### config.mk
export PLATFORM = sky130hd
export DESIGN_NAME = onehot_chunk_assembler
export DESIGN_NICKNAME = d
export VERILOG_FILES = /design/src/rtl/onehot_chunk_assembler.sv
export SDC_FILE = /design/constraint.sdc
export NUM_CORES = 1
export LEC_CHECK = 0
export BUFFER_PORTS_ARGS = -buffer_cell sky130_fd_sc_hd__buf_2
export CAP_MARGIN = 20
export CORE_MARGIN = 4
export CORE_UTILIZATION = 47
export CTS_CLUSTER_DIAMETER = 100
export DETAILED_ROUTE_END_ITERATION = 7
export GPL_TIMING_DRIVEN = 0
export PLACE_DENSITY = 0.8
export SETUP_SLACK_MARGIN = 0.2
export SLEW_MARGIN = 20
export SYNTH_ARGS = -nofsm -noshare
export SYNTH_HDL_FRONTEND = slang
export SYNTH_SLANG_ARGS = --single-unit
### constraint.sdc
create_clock -name clk -period 1.25 [get_ports clk]
set_input_delay 0.25 -clock clk [delete_from_list [all_inputs] [get_ports clk]]
set_output_delay 0.25 -clock clk [all_outputs]
set_load 0.005 [all_outputs]
### src/rtl/onehot_chunk_assembler.sv
// onehot_chunk_assembler: gathers NUMBER one-hot-phased chunks into one word on a valid/ready output.
// Optional inPhase checking with a sticky error flag is enabled by defining PHASE_CHECK_EN.
module onehot_chunk_assembler #(
  parameter int NUMBER      = 4,
  parameter int CHUNK_WIDTH = 8
) (
  input  logic                          clk,
  input  logic                          reset,
  input  logic                          clear,
  input  logic                          inValid,
  output logic                          inReady,
  input  logic [CHUNK_WIDTH-1:0]        inData,
  input  logic [NUMBER-1:0]             inPhase,
  output logic                          outValid,
  input  logic                          outReady,
  output logic [NUMBER*CHUNK_WIDTH-1:0] outData,
  output logic [NUMBER-1:0]             phase,
  output logic                          busy,
  output logic                          error
);
  localparam int W = CHUNK_WIDTH;
  localparam int PW = (NUMBER-1)*W;
  localparam logic [NUMBER-1:0] SLOT0 = NUMBER'(1);
  localparam logic [NUMBER-1:0] SLOT1 = NUMBER'(2);
  logic [PW-1:0] part, part_next;
  logic [NUMBER-1:0] phase_next;
  logic acc, mism, done;
  // the last slot is the only one that must wait for the output register
  assign inReady = !phase[NUMBER-1] | !outValid | outReady;
  assign acc = inValid & inReady;
  assign busy = !phase[0];
`ifdef PHASE_CHECK_EN
  assign mism = acc & (inPhase != phase);
  always_ff @(posedge clk) error <= reset & (error | mism);
`else
  assign mism = 1'b0;
  assign error = 1'b0;
`endif
  assign done = acc & phase[NUMBER-1] & !clear & !mism;
  always_comb begin
    part_next = part;
    phase_next = phase;
    if (clear) begin
      part_next = '0;
      phase_next = SLOT0;
    end else if (mism) begin
      part_next = '0;
      part_next[W-1:0] = inPhase[0] ? inData : '0;
      phase_next = inPhase[0] ? SLOT1 : SLOT0;
    end else if (acc) begin
      phase_next = {phase[NUMBER-2:0], phase[NUMBER-1]};
      for (int k = 0; k < NUMBER-1; k++)
        if (phase[k]) part_next[k*W +: W] = inData;
    end
  end
  always_ff @(posedge clk) begin
    if (!reset) begin
      phase <= SLOT0;
      part <= '0;
      outData <= '0;
      outValid <= 1'b0;
    end else begin
      phase <= phase_next;
      part <= part_next;
      outValid <= done | (outValid & !outReady);
      if (done) outData <= {inData, part};
    end
  end
endmodule

==> out/qor.yml, run 1 <==
placed_design:
  gp_congestion: 0.7648
  dp_slack_ps: -220.6
  placed_area_um2: 2775
  port_buffers: 51
  dpl.hpwl_mm: 3.712
drt:
  drtIter0Drc: 103
  dr.pass1.iters: 4
  drc: 0
  wl_per_cell_um: 14.53
  viasPerCell: 4.890
  ant_nets: 0
  vias: 1956
  routed_wirelength_mm: 5.811
pwr:
  p_per_area_nw_per_um2: 1155
  ir_drop_v: 0.0007935
  leakagePower_nw: 1.391
  clkPwrFrac_pct: 41.4
  p_switching_mw: 0.8507
  switching_share_pct: 22.90
  pwr-share-seq_pct: 52.9
  intPower_mw: 2.864
  combPwrFrac_pct: 5.7
timing:
  fmax_ghz: 0.7081
  relSlewSlack_pct: 64.52
  hold_viol: 0
  post-route-min-period_ps: 1412
  grt_setup_unrepaired: "true"
  fin_ws_ps: -162.2
  skew_ps: 4.656
  worst_pin_slew_ps: 532.2
  period_share_pct: 113.0
  setup_violations: 39
  drv_slew: 0
final_layout:
  area_growth_pct: 32.54
  final_area_um2: 3216
  final_util_pct: 66.32
  drive_gt1_share_pct: 38.44
  diodes: 0
  nNetsFinal: 345
global_routing:
  grtUsageTotal_pct: 18.82
  antenna_found_initial: 0
  first_global_vias: 1879
  grt_overflow: 0
  grt_max_degree: 11
  grt_pass1_wl_mm: 9.080
cts:
  clk_path_buf_depth: 2
  cts_tree: "built"
  cts.sinks: 61
  hold_buffers: 0
  worstSkewPairLatency_ps: 340
  clk_pin_slew_ps: 60
  cts_max_level: 3
  cts-root-buf: "clkbuf_8"
  numCtsBuffers: 9
worst_hold_path:
  worstHoldPathType: "in2reg"
  whs_path_depth: 3
status:
  violations: "negative setup slack"
  outcome: "finished with violations"
synth:
  yosys_warnings: 0
  seq_area_frac_synth_pct: 50.34
  syn_area_per_cell_um2: 9.551
  synthTopCellsByArea: "dfxtp_1 50%, mux2i_1 23%, nand2_1 15%"
  yosys.area.top_type: "dfxtp_1"
  synth.distinct_cells: 26
  synth-seq-cells: 61
  synth_cells: 254
  synth_top_area_share_pct: 50.34
  synth_area_um2: 2426
  synth_fp_nets: 271
worst_setup_path:
  crit_fanout: 10
  slowest_delay_ps: 310
  path_cells: "and2b_2 > nor4b_4 > buf_6 > buf_12 > mux2i_1"
  critPathCaptureType: "flop"
  arrival_ps: 1670
  crit_type: "reg2reg"
  worst-r2r-cell-count: 5
  crit_path_top_delay_cell: "dfxtp_2"
  start_kind: "flop"
  critPathRequiredTime_ps: 1510
floorplanning:
  rows: 25
  io_pins: 57
  die_w_um: 79.85
  fp.dieArea_um2: 6375
  core_area_um2: 4848
  start_util_pct: 50.04
  die_y_um: 79.85
flow_run:
  drv_cap: 0
-- cell usage after synthesis --
cell type	n
a21oi_1	2
and2b_1	1
and3_1	1
buf_12	3
buf_2	6
buf_4	1
buf_6	1
clkbuf_1	7
conb_1	1
dfxtp_1	61
inv_1	1
inv_2	1
mux2i_1	56
nand2_1	99
nand2b_1	1
nand3_1	1
nand3_2	1
nand3b_1	1
nor2_1	1
nor2b_1	1
nor4b_4	1
o21a_1	2
o21ai_0	1
o21ai_1	1
o22ai_1	1
o2bb2ai_1	1
-- power groups by stage --
stage | sequential [mW] | clock [mW] | combinational [mW]
3_3_place_gp | 2.01 | 0 | 0.175
5_1_grt | 1.96 | 1.66 | 0.230
3_5_place_dp | 2.01 | 0 | 0.176
2_1_floorplan | 2.01 | 0 | 0.111
6_report | 1.96 | 1.54 | 0.212
4_1_cts | 1.96 | 1.57 | 0.202
-- per-stage QoR --
stage	hold WS, ps	setup TNS, ps	total power, mW	cells
5_1_grt	170.7	-7549	3.854	400
3_5_place_dp	443.0	-7059	2.187	372
2_1_floorplan	384.8	-883.0	2.120	254
4_1_cts	161.8	-3961	3.734	397
3_3_place_gp	438.9	-6184	2.186	372
6_report	168.5	-4222	3.714	400
-- layer usage --
metal | wire (um) | up-vias | track usage (%)
met5 | 0 | - | 0
met4 | 112 | 0 | 10.30
met3 | 372 | 8 | 4.402
met2 | 2678 | 60 | 28.55
met1 | 2648 | 909 | 24.55
li1 | - | 979 | -
-- timing repair --
action	in CTS	in global routing
gates cloned	2	1
pin swaps	4	0
gates resized for setup	25	35
endpoints found under the setup margin	69	93
setup buffers	7	2
-- critical path, delay by kind of cell (launching register included) --
family | cells | cell delay [ps]
muxes | 1 | 200
buffers and inverters | 2 | 340
DFF | 1 | 310
and+or+nand+nor | 2 | 480
-- placed cells by master, fill, tap and decap left out --
cell type,n
clkbuf_16,1
o21a_1,2
clkbuf_8,11
a21oi_1,2
nor2_1,1
nand2b_1,1
o21ai_1,1
dfxtp_4,3
nand2_1,99
o2bb2ai_2,1
buf_4,7
nor2b_1,1
dfxtp_2,28
inv_2,2
nor4b_4,1
o21ai_0,1
nand3_4,2
conb_1,1
clkbuf_1,10
o22ai_2,1
nand3b_1,1
buf_12,3
clkinv_2,1
and2b_2,1
dfxtp_1,30
mux2i_2,1
mux2i_1,55
buf_2,47
clkbuf_2,1
and3_4,1
buf_6,16
-- final cells by class --
cell class / instances / area, um2
Buffer: 18 / 148.9
Sequential cell: 61 / 1267
Tap cell: 67 / 83.83
Inverter: 2 / 7.507
Clock inverter: 1 / 5.005
Multi-Input combinational cell: 173 / 1105
Fill cell: 400 / 1633
Timing Repair Buffer: 63 / 431.7
Clock buffer: 15 / 166.4
-- logic make-up (layout without fill, tap and decap cells) --
family,Yosys count,count (layout),synth area share [%]
muxes,56,56,23.10
buffers and inverters,20,99,5.879
AOI/OAI and AO/OA,8,8,2.063
other,1,1,0.1546
DFF,61,61,50.34
and+or+nand+nor,108,108,18.46
-- flip-flops by register name (all words and copies together) (netlist names) --
register	count
phase	4
part	24
outValid	1
outData	32
-- final timing paths --
check	startpoint	endpoint	slack [ps]
max	outValid	outData[0]	-160
min	inData[1]	outData[25]	170
max reg2reg	outValid	outData[0]	-160
min reg2reg	outData[1]	outData[1]	450
Power figures use the tool's default switching activity.
==> inputs of run 2 (changes only) <==
--- a/config.mk
+++ b/config.mk
@@ -18,3 +18,4 @@
 export SYNTH_ARGS = -nofsm -noshare
 export SYNTH_HDL_FRONTEND = slang
 export SYNTH_SLANG_ARGS = --single-unit
+export TNS_END_PERCENT = 30
==> out/qor.yml, run 2 (same netlist as run 1, synthesis figures left out) <==
status:
  outcome: "finished with violations"
  violations: "negative setup slack"
global_routing:
  first_global_vias: 1990
  grt_overflow: 0
  grt_pass1_wl_mm: 9.108
  grt_max_degree: 11
  antenna_found_initial: 0
  grtUsageTotal_pct: 18.70
timing:
  fmax_ghz: 0.7262
  relSlewSlack_pct: 64.59
  grt_setup_unrepaired: "true"
  hold_viol: 0
  setup_violations: 34
  drv_slew: 0
  post-route-min-period_ps: 1377
  final.setup.tns_ps: -3055
  period_share_pct: 110.2
  fin_ws_ps: -127.1
  skew_ps: 6.008
  whs_ps: 179.7
  worst_pin_slew_ps: 531.2
pwr:
  ir_drop_v: 0.0008627
  p_per_area_nw_per_um2: 1220
  leakagePower_nw: 1.309
floorplanning:
  core_area_um2: 4848
  die_w_um: 79.85
  start_util_pct: 50.04
  io_pins: 57
  rows: 25
  fp.dieArea_um2: 6375
  die_y_um: 79.85
worst_setup_path:
  crit_type: "reg2reg"
  critPathCaptureType: "flop"
  critPathRequiredTime_ps: 1500
  crit_fanout: 10
  start_kind: "flop"
  arrival_ps: 1630
placed_design:
  dp_slack_ps: -210.4
  dpl.hpwl_mm: 3.765
  gp_congestion: 0.7775
  port_buffers: 51
final_layout:
  multi_input_area_um2: 1077
  layout_commonest_cell: "nand2_1"
  drive_gt1_share_pct: 28.04
  fillers: 423
  diodes: 0
  largest_reg_flops: 32
  seqCellArea_um2: 1230
  area_growth_pct: 23.41
  final_cell_mix: "99 x nand2_1, 56 x dfxtp_1, 54 x mux2i_1, 53 x buf_2, 11 x clkbuf_8"
  reg_top3: "outData x32, part x24, phase x4"
  max_flop_register: "outData"
  nNetsFinal: 335
cts:
  clk_path_buf_depth: 2
  cts_max_level: 3
  clk_pin_slew_ps: 60
  worstSkewPairLatency_ps: 330
  cts-root-buf: "clkbuf_8"
  cts_tree: "built"
  numCtsBuffers: 9
  hold_buffers: 0
  cts.sinks: 61
drt:
  drc: 0
  ant_nets: 0
  viasPerCell: 5.005
  drtIter0Drc: 79
  dr.pass1.iters: 4
  wl_per_cell_um: 13.97
  vias: 1942
  routed_wirelength_mm: 5.420
worst_hold_path:
  worstHoldPathType: "in2reg"
flow_run:
  drv_cap: 0
-- run 2: changes by cell type in the layout (fill, tap and decap cells not counted), moves of 2 or more --
cell | before | now
buf_6 | 16 | 5
dfxtp_2 | 28 | 4
clkbuf_1 | 10 | 8
buf_4 | 7 | 3
dfxtp_1 | 30 | 56
dfxtp_4 | 3 | 1
nand3_4 | 2 | 0
buf_2 | 47 | 53
-- run 2: layout make-up --
class,count,area share (%)
buffer,18,4.931
timing repair buffer,53,9.444
inverter,2,0.2507
multi-input combinational,173,35.98
tap,67,2.800
sequential,61,41.08
clock inverter,2,0.3343
clock buffer,12,5.182
-- run 2: worst paths after layout --
check	from	end	slack (ps)	cells after the start
max	outValid	outData[22]	-130	5
min	inData[0]	outData[24]	180	3
max reg2reg	outValid	outData[22]	-130	5
min reg2reg	outData[4]	outData[4]	450	2
-- run 2: stage by stage --
stage,utilization (%),instances,power (mW),area [um2]
floorplan,-,254,2.116,2426
CTS,61.47,388,3.675,2980
global route,61.75,388,3.790,2994
finish,61.75,388,3.654,2994
detailed placement,57.03,372,2.185,2765
global placement,57.03,372,2.181,2765
-- run 2: what timing repair did --
action | in CTS | in global routing
setup endpoints to repair | 70 | 98
buffers inserted | 2 | 0
resized for setup | 14 | 3
pin swaps | 1 | 0
-- run 2: per-layer routing --
| metal | track usage (%) | routed length (um) | up-vias |
|---|---|---|---|
| met5 | 0 | 0 | - |
| met4 | 7.601 | 95 | 0 |
| met3 | 5.982 | 340 | 9 |
| met2 | 31.05 | 2488 | 60 |
| met1 | 22.26 | 2494 | 920 |
| li1 | - | - | 953 |
-- run 2: critical path, stage by stage, from the launching register on --
cell and delay, ps:
dfxtp_2 320, and2b_2 220, nor4b_4 220, buf_6 180, buf_12 150, mux2i_2 200
-- run 2: power breakdown --
part	switching [mW]	internal, mW	leakage (nW)
combinational	0.117	0.0677	0.726
sequential	0.00945	1.96	0.494
clock	0.703	0.799	0.0881
